==> config.mk <==
export PLATFORM = sky130hd
export DESIGN_NAME = reaction_timer
export DESIGN_NICKNAME = d
export VERILOG_FILES = /design/src/rtl/rt_pkg.sv /design/src/rtl/bin2bcd_seq.sv /design/src/rtl/reaction_timer.sv
export SDC_FILE = /design/constraint.sdc
export NUM_CORES = 1
export LEC_CHECK = 0
export CORE_ASPECT_RATIO = 1.5
export CORE_MARGIN = 4
export CORE_UTILIZATION = 35
export DETAILED_ROUTE_END_ITERATION = 8
export DONT_BUFFER_PORTS = 1
export SYNTH_ARGS = -nofsm -noshare
export SYNTH_HDL_FRONTEND = slang
export SYNTH_SLANG_ARGS = --single-unit
==> constraint.sdc <==
create_clock -name clk -period 2 [get_ports clk]
set_input_delay 0.3 -clock clk [delete_from_list [all_inputs] [get_ports clk]]
set_output_delay 0.3 -clock clk [all_outputs]
set_load 0.02 [all_outputs]
==> src/rtl/rt_pkg.sv <==
// Shared sizing constants and conversion-FSM state encoding for the reaction timer.
package rt_pkg;

  localparam int CNT_W  = 14;
  localparam int MAX_MS = 9999;
  localparam int DIGITS = 4;

  typedef enum logic [1:0] {
    C_IDLE,
    C_LOAD,
    C_SHIFT,
    C_DONE
  } conv_state_t;

endpackage

==> src/rtl/bin2bcd_seq.sv <==
// Sequential double-dabble: one shift per cycle. Requests that arrive mid-conversion
// are folded into a single re-run so that only the newest source value is published.
module bin2bcd_seq
  import rt_pkg::*;
#(
  parameter int W = CNT_W,
  parameter int D = DIGITS
) (
  input  logic           clk,
  input  logic           rst_n,
  input  logic           start,
  input  logic [W-1:0]   bin,
  output logic           busy,
  output logic           done,
  output logic [4*D-1:0] bcd
);

  localparam int SC_W = $clog2(W);

  conv_state_t     state;
  logic            pending;
  logic [W-1:0]    src;
  logic [4*D-1:0]  acc;
  logic [4*D-1:0]  acc_adj;
  logic [SC_W-1:0] shift_cnt;

  for (genvar gi = 0; gi < D; gi++) begin : g_adj
    assign acc_adj[4*gi +: 4] = (acc[4*gi +: 4] >= 4'd5) ? acc[4*gi +: 4] + 4'd3
                                                         : acc[4*gi +: 4];
  end

  assign busy = (state != C_IDLE);

  always_ff @(posedge clk) begin
    if (!rst_n) begin
      state     <= C_IDLE;
      pending   <= 1'b0;
      src       <= '0;
      acc       <= '0;
      shift_cnt <= '0;
      done      <= 1'b0;
      bcd       <= '0;
    end else begin
      done <= 1'b0;
      case (state)
        C_IDLE: begin
          if (start) state <= C_LOAD;
        end
        C_LOAD: begin
          src       <= bin;
          acc       <= '0;
          shift_cnt <= '0;
          if (start) pending <= 1'b1;
          state     <= C_SHIFT;
        end
        C_SHIFT: begin
          if (start) pending <= 1'b1;
          acc       <= {acc_adj[4*D-2:0], src[W-1]};
          src       <= {src[W-2:0], 1'b0};
          shift_cnt <= shift_cnt + 1'b1;
          if (shift_cnt == SC_W'(W - 1)) state <= C_DONE;
        end
        C_DONE: begin
          // A superseded result is dropped; only the rerun gets published.
          if (pending || start) begin
            pending <= 1'b0;
            state   <= C_LOAD;
          end else begin
            bcd   <= acc;
            done  <= 1'b1;
            state <= C_IDLE;
          end
        end
        default: state <= C_IDLE;
      endcase
    end
  end

endmodule

==> src/rtl/reaction_timer.sv <==
// Reaction-time counter with capture, best-score tracking and BCD display output.
module reaction_timer #(
  parameter int CNT_W  = rt_pkg::CNT_W,
  parameter int MAX_MS = rt_pkg::MAX_MS,
  parameter int DIGITS = rt_pkg::DIGITS
) (
  input  logic                clk,
  input  logic                rst_n,
  input  logic                ms_tick,
  input  logic                timer_en,
  input  logic                show_time,
  input  logic                early_error,
  input  logic                show_best,
  input  logic                clear_best,
  output logic [CNT_W-1:0]    last_ms,
  output logic [CNT_W-1:0]    best_ms,
  output logic                best_valid,
  output logic                new_best,
  output logic                overflow,
  output logic [4*DIGITS-1:0] bcd,
  output logic                bcd_valid
);

  localparam logic [CNT_W-1:0] MAX_CNT = CNT_W'(MAX_MS);

  logic timer_en_reg, show_time_reg, early_error_reg, show_best_reg;
  logic [CNT_W-1:0] count_reg, last_ms_reg, best_ms_reg;
  logic best_valid_reg, new_best_reg, overflow_reg, bcd_valid_reg;
  logic timer_rise, show_rise, early_rise, conv_req, take_best;
  logic [CNT_W-1:0] conv_src;
  logic conv_busy, conv_done;

  assign timer_rise = timer_en & ~timer_en_reg;
  assign show_rise  = show_time & ~show_time_reg;
  assign early_rise = early_error & ~early_error_reg;
  assign conv_req   = show_rise | (show_best ^ show_best_reg) | (clear_best & show_best);
  // A coincident clear counts as "no best yet", so the capture wins the slot.
  assign take_best  = show_rise & ~overflow_reg &
                      (clear_best | ~best_valid_reg | (count_reg < best_ms_reg));
  assign conv_src   = show_best ? best_ms_reg : last_ms_reg;

  always_ff @(posedge clk) begin
    if (!rst_n) begin
      timer_en_reg    <= 1'b0;
      show_time_reg   <= 1'b0;
      early_error_reg <= 1'b0;
      show_best_reg   <= 1'b0;
      count_reg       <= '0;
      last_ms_reg     <= '0;
      best_ms_reg     <= MAX_CNT;
      best_valid_reg  <= 1'b0;
      new_best_reg    <= 1'b0;
      overflow_reg    <= 1'b0;
      bcd_valid_reg   <= 1'b0;
    end else begin
      timer_en_reg    <= timer_en;
      show_time_reg   <= show_time;
      early_error_reg <= early_error;
      show_best_reg   <= show_best;
      new_best_reg    <= take_best;

      if (timer_rise) begin
        count_reg    <= ms_tick ? CNT_W'(1) : '0;
        overflow_reg <= 1'b0;
      end else if (timer_en) begin
        if (count_reg == MAX_CNT) overflow_reg <= 1'b1;
        else if (ms_tick) count_reg <= count_reg + 1'b1;
      end

      if (show_rise) last_ms_reg <= count_reg;

      if (take_best) begin
        best_ms_reg    <= count_reg;
        best_valid_reg <= 1'b1;
      end else if (clear_best) begin
        best_ms_reg    <= MAX_CNT;
        best_valid_reg <= 1'b0;
      end

      if (conv_req || timer_rise || early_rise) bcd_valid_reg <= 1'b0;
      else if (conv_done && !conv_busy) bcd_valid_reg <= 1'b1;
    end
  end

  bin2bcd_seq #(
    .W (CNT_W),
    .D (DIGITS)
  ) u_bin2bcd (
    .clk   (clk),
    .rst_n (rst_n),
    .start (conv_req),
    .bin   (conv_src),
    .busy  (conv_busy),
    .done  (conv_done),
    .bcd   (bcd)
  );

  assign last_ms    = last_ms_reg;
  assign best_ms    = best_ms_reg;
  assign best_valid = best_valid_reg;
  assign new_best   = new_best_reg;
  assign overflow   = overflow_reg;
  assign bcd_valid  = bcd_valid_reg;

endmodule

## After elaboration in Yosys (flattened, before gate mapping)

Index checks and enable logic that the tools add are counted.

- $add $sub $neg: 6
- Magnitude comparators: 5
- Equal/unequal tests: 10
- Multiplexer cells: 25
- Bitwise operators: 18
- Reduce and logical (&&, ||, !) cells: 21

Operators with widths:

| operator | number |
|---|---|
| 14-bit 2-to-1 mux | 7 |
| 16-bit one-hot mux with 2 select lines | 1 |
| 14-bit one-hot mux with 2 select lines | 1 |
| 4-bit by 3-bit greater-or-equal comparator with 1-bit output (second input constant) | 4 |
| 14-bit by 1-bit adder with 14-bit output (second input constant) | 1 |
| 14-bit == test (second input constant) | 1 |
| 14-bit less-than comparator | 1 |
| 4-bit by 2-bit adder with 4-bit output (second input constant) | 3 |
| 4-bit 2-to-1 mux | 3 |
| 2-bit nonzero test | 6 |
| 2-bit one-hot mux with 4 select lines | 1 |
| 4-bit one-hot mux with 2 select lines | 1 |
| 2-bit AND reduction | 4 |
| 1-bit 2-to-1 mux | 7 |
| 1-bit inverter | 7 |
| 1-bit AND | 6 |
| 2-bit by 1-bit inequality test with 1-bit output (second input constant) | 3 |
| 3-bit AND reduction | 2 |
| 2-bit OR reduction | 3 |
| 4-bit by 1-bit adder with 4-bit output (second input constant) | 1 |
| 2-bit == test (second input constant) | 2 |
| 4-bit == test (second input constant) | 1 |
| 2-bit 2-to-1 mux | 2 |
| 2-bit inequality test (second input constant) | 2 |
| 10 further kinds | 15 |

- Bits in registers: 104
- Bits of input ports: 8
- Output and inout port bits: 48
- Logic and storage cells: 103

## Logic depth before layout (Yosys ltp)

- Depth after elaboration: 7
- Gate-level depth with buffers: 9
- Gate-level depth less buffers: 8

## Modules after synthesis

A second synthesis with hierarchy kept.

- Cells, all modules: 579
- Area total of the unflattened synthesis: 5106.1 um^2

By module, submodules not included:

| module | instances | cells each | area each (um^2) |
|---|---|---|---|
| bin2bcd_seq | 1 | 303 | 2602.5 |
| reaction_timer | 1 | 276 | 2503.7 |

## Worst setup path after synthesis

No wires, ideal clock.

- Path type: register to register
- Start point: register best_ms_reg[13], in the netlist best_ms[13]
- End point: register best_ms_reg[4], in the netlist best_ms[4]
- Setup time: 0.117 ns
- Data arrival time: 1.973 ns
- Required time: 1.883 ns
- Setup slack: -0.090 ns
- Stages on the path, launching flop included: 9
- Buffers on the path: 0
- Cell sequence: dfxtp_1 inv_1 ha_1 nand4_1 nor3_1 a211oi_2 o311ai_4 inv_2 a32o_1

- Cells in the longest elaborated chain, start to end: 4

Ends and longest elaborated chain:

| element | RTL line | RTL |
|---|---|---|
| start, declared | reaction_timer.sv:27 | `logic [CNT_W-1:0] count_reg, last_ms_reg, best_ms_reg;` |
| start signal, assigned | reaction_timer.sv:73 | `best_ms_reg <= count_reg;` |
| 14-bit less-than comparator (*) | reaction_timer.sv:39 | `(clear_best \| ~best_valid_reg \| (count_reg < best_ms_reg));` |
| 1-bit bitwise OR (*) | reaction_timer.sv:39 |  |
| 1-bit AND (*) | reaction_timer.sv:38 | `assign take_best = show_rise & ~overflow_reg &` |
| 14-bit 2-to-1 mux or 2-bit nonzero test (tied branches) | - |  |

Every way passes the cells marked *; elsewhere a longest branch is shown, timed or not.
A chain may end at the register's enable or synchronous reset.

## Worst setup path after layout

- Start point: register count_reg[11]
- End point: register best_ms_reg[8], in the netlist best_ms[8]

- Cells in the longest elaborated chain, start to end: 4

Ends and longest elaborated chain:

| element | RTL line | RTL |
|---|---|---|
| start, declared | reaction_timer.sv:27 |  |
| start signal, assigned | reaction_timer.sv:63 | `count_reg <= ms_tick ? CNT_W'(1) : '0;` |
| start signal, assigned | reaction_timer.sv:67 | `else if (ms_tick) count_reg <= count_reg + 1'b1;` |
| 14-bit less-than comparator (*) | reaction_timer.sv:39 |  |
| 1-bit bitwise OR (*) | reaction_timer.sv:39 |  |
| 1-bit AND (*) | reaction_timer.sv:38 |  |
| 14-bit 2-to-1 mux or 2-bit nonzero test (tied branches) | - |  |

Marked as above.

==> flow_summary.json <==
{
  "gr-usage-all-layers_pct": 16.04,
  "r2r_start": "count_reg[11]$_SDFFE_PN0P_",
  "hpwlAfterDp_mm": 9.316,
  "min_to": "bcd_valid$_SDFFE_PP0P_",
  "clk_path_buf_depth": 2,
  "skew_ns": 0.01663,
  "setup_viol": 0,
  "syn_area_um2": 4851,
  "startpoint_type": "flop",
  "critPathKind": "reg2reg",
  "min_path_type": "in2reg",
  "reg_top3": "u_bin2bcd.acc (16), u_bin2bcd.bcd (16)",
  "syn_nets": 581,
  "clock-sinks": 104,
  "gp_congestion": 0.8705,
  "synth-main-ff-cell": "dfxtp_1",
  "synth_enable_flop_cells": 0,
  "tightest_slew_ns": 0.5698,
  "antenna_cells": 0,
  "dp_cells": 728,
  "antenna_found_initial": 0,
  "firstDrtPassIters": 4,
  "fmax_ghz": 0.5021,
  "die_area_um2": 15850,
  "initial_utilization_pct": 35.85,
  "crit_required_ns": 2.23,
  "drc": 0,
  "clkTransAtPathRegs_ns": 0.07,
  "drt-total-wl_mm": 12.42,
  "grt_pass1_wl_mm": 20.84,
  "async_flop_share_pct": 0,
  "cp.arrival_ns": 2.22,
  "reg2reg_slack_ns": 0.008,
  "grt_pass1_vias": 4256,
  "ys_top_cells_by_area": "dfxtp_1 (43%), mux2i_1 (9.3%), ha_1 (7.0%)",
  "ys_ff_latch": 104,
  "layout.nets": 613,
  "rsz0062_at_grt": "yes",
  "yosysUniqueCellTypes": 44,
  "post-route-min-period_ns": 1.992,
  "maxCapViolCount": 0,
  "dieHeight_um": 152.2,
  "wl_per_cell_um": 16.67,
  "final_layout_size_suffix_gt1_share_pct": 17.84,
  "grt_start_max_net_pins": 40,
  "avgViaCountPerCell": 5.318,
  "netlist.area_leader.share_pct": 42.92,
  "min_path_cells": 1,
  "most-common-layout-cells": "dfxtp_1 (87), nand2_1 (66), nor2_1 (62)",
  "min_from": "early_error",
  "num_vias": 3962,
  "regToRegEndpoint": "best_ms[8]$_SDFFE_PN1P_",
  "ys_warn_count": 0,
  "cts_inserted_buffers": 9,
  "critPathLaunch": "count_reg[11]$_SDFFE_PN0P_",
  "rows": 52,
  "layout_commonest_cell": "dfxtp_1",
  "stdcell_count": 745,
  "place_ws_ns": -0.03902,
  "slew_viol_final": 0,
  "hold_violations": 0,
  "htree_levels": 3,
  "io_buffers": 0,
  "ys_seq_area_share_pct": 42.92,
  "cts-root-buf": "clkbuf_16",
  "drt_iter0_markers": 185,
  "worst-path-max-fanout": 8,
  "die_w_um": 104.1,
  "p_per_area_nw_per_um2": 852.1,
  "fin_tns_setup_ns": 0,
  "slew_headroom_pct": 61.87,
  "outcome": "complete, no violations",
  "power.leakage_nw": 2.363,
  "ff2ff_path_depth": 7,
  "grt_overflow": 0,
  "synthToLayoutAreaGrowth_pct": 18.11,
  "fin_hold_ws_ns": 0.06692,
  "io_pins": 56,
  "insertion_delay_ns": 0.35,
  "ir_drop_v": 0.0004930,
  "yosysTopAreaCell": "dfxtp_1",
  "period_share_pct": 99.58,
  "cp-end-kind": "flop",
  "finalWorstSetupSlack_ns": 0.008497,
  "core_area_um2": 13530,
  "syn_avg_cell_area_um2": 8.884,
  "syn_inst": 546,
  "antenna_left": 0,
  "cts_tree": "built"
}
-- metrics by stage --
| stage | power [mW] | instance area, um^2 | util (%) |
|---|---|---|---|
| floorplan | 2.986 | 4897 | - |
| global placement | 3.179 | 5344 | 39.49 |
| detailed placement | 3.211 | 5344 | 39.49 |
| CTS | 4.944 | 5693 | 42.07 |
| global route | 5.133 | 5729 | 42.34 |
| finish | 4.882 | 5729 | 42.34 |
-- worst max path at each step --
stage / to / cells after the start
3_5_place_dp: best_ms[11]$_SDFFE_PN0P_ / 6
5_1_grt: best_ms[11]$_SDFFE_PN0P_ / 8
2_1_floorplan: best_ms[4]$_SDFFE_PN0P_ / 8
6_report: best_ms[8]$_SDFFE_PN1P_ / 7
4_1_cts: best_ms[4]$_SDFFE_PN0P_ / 8
3_3_place_gp: best_ms[12]$_SDFFE_PN0P_ / 6
-- cells by family after synthesis --
kind of cell,Yosys count,share of synthesized area [%]
DFF,104,42.92
muxes,45,9.285
adders and majority gates,27,6.964
xor gates and xnor gates,19,3.430
buffers and inverters,58,4.643
AOI/OAI and AO/OA,108,15.04
and+or+nand+nor,185,17.72
-- worst max-delay path, cell delays in order, from the launching register on --
cell and delay [ns]:
dfxtp_2 0.43, ha_4 0.23, a21oi_1 0.23, o221ai_2 0.16, a211oi_4 0.32, o311ai_4 0.12, buf_4 0.21, o32a_1 0.18
-- timing repair --
action                                  in CTS  in global routing
setup buffers                                0                  1
pin swaps                                    5                  8
resized for setup                           14                 10
hold buffers                                 0                  0
endpoints found under the setup margin      17                 27
-- metal layers --
metal | vias up | GRT usage [%] | share of wire (%)
met4 | 0 | 6.907 | 2.5
met3 | 21 | 3.815 | 4.2
li1 | 1948 | - | -
met2 | 76 | 30.36 | 54
met1 | 1917 | 16.62 | 40
met5 | - | 0 | 0
-- report_power, final --
part | switching (mW) | internal [mW]
sequential | 0.0691 | 2.17
clock | 0.839 | 0.879
combinational | 0.537 | 0.383
-- final cells by class --
class	count	area [um^2]
Clock inverter	6	58.81
Clock buffer	10	229.0
Multi-Input combinational cell	384	2649
Timing Repair Buffer	48	360.3
Tap cell	162	202.7
Fill cell	1355	7804
Inverter	31	118.9
Sequential cell	104	2111
-- cells in the mapped netlist (6+ instances only) --
cell type	n
dfxtp_1	104
nand2_1	66
nor2_1	62
mux2i_1	45
a21oi_1	37
inv_1	29
ha_1	27
clkbuf_1	19
o21ai_0	16
xor2_1	14
nand2b_1	13
and2_1	12
o21ai_1	12
nand3_1	9
o32a_1	8
a32o_1	6
nand4_1	6
Power figures use the tool's default switching activity.
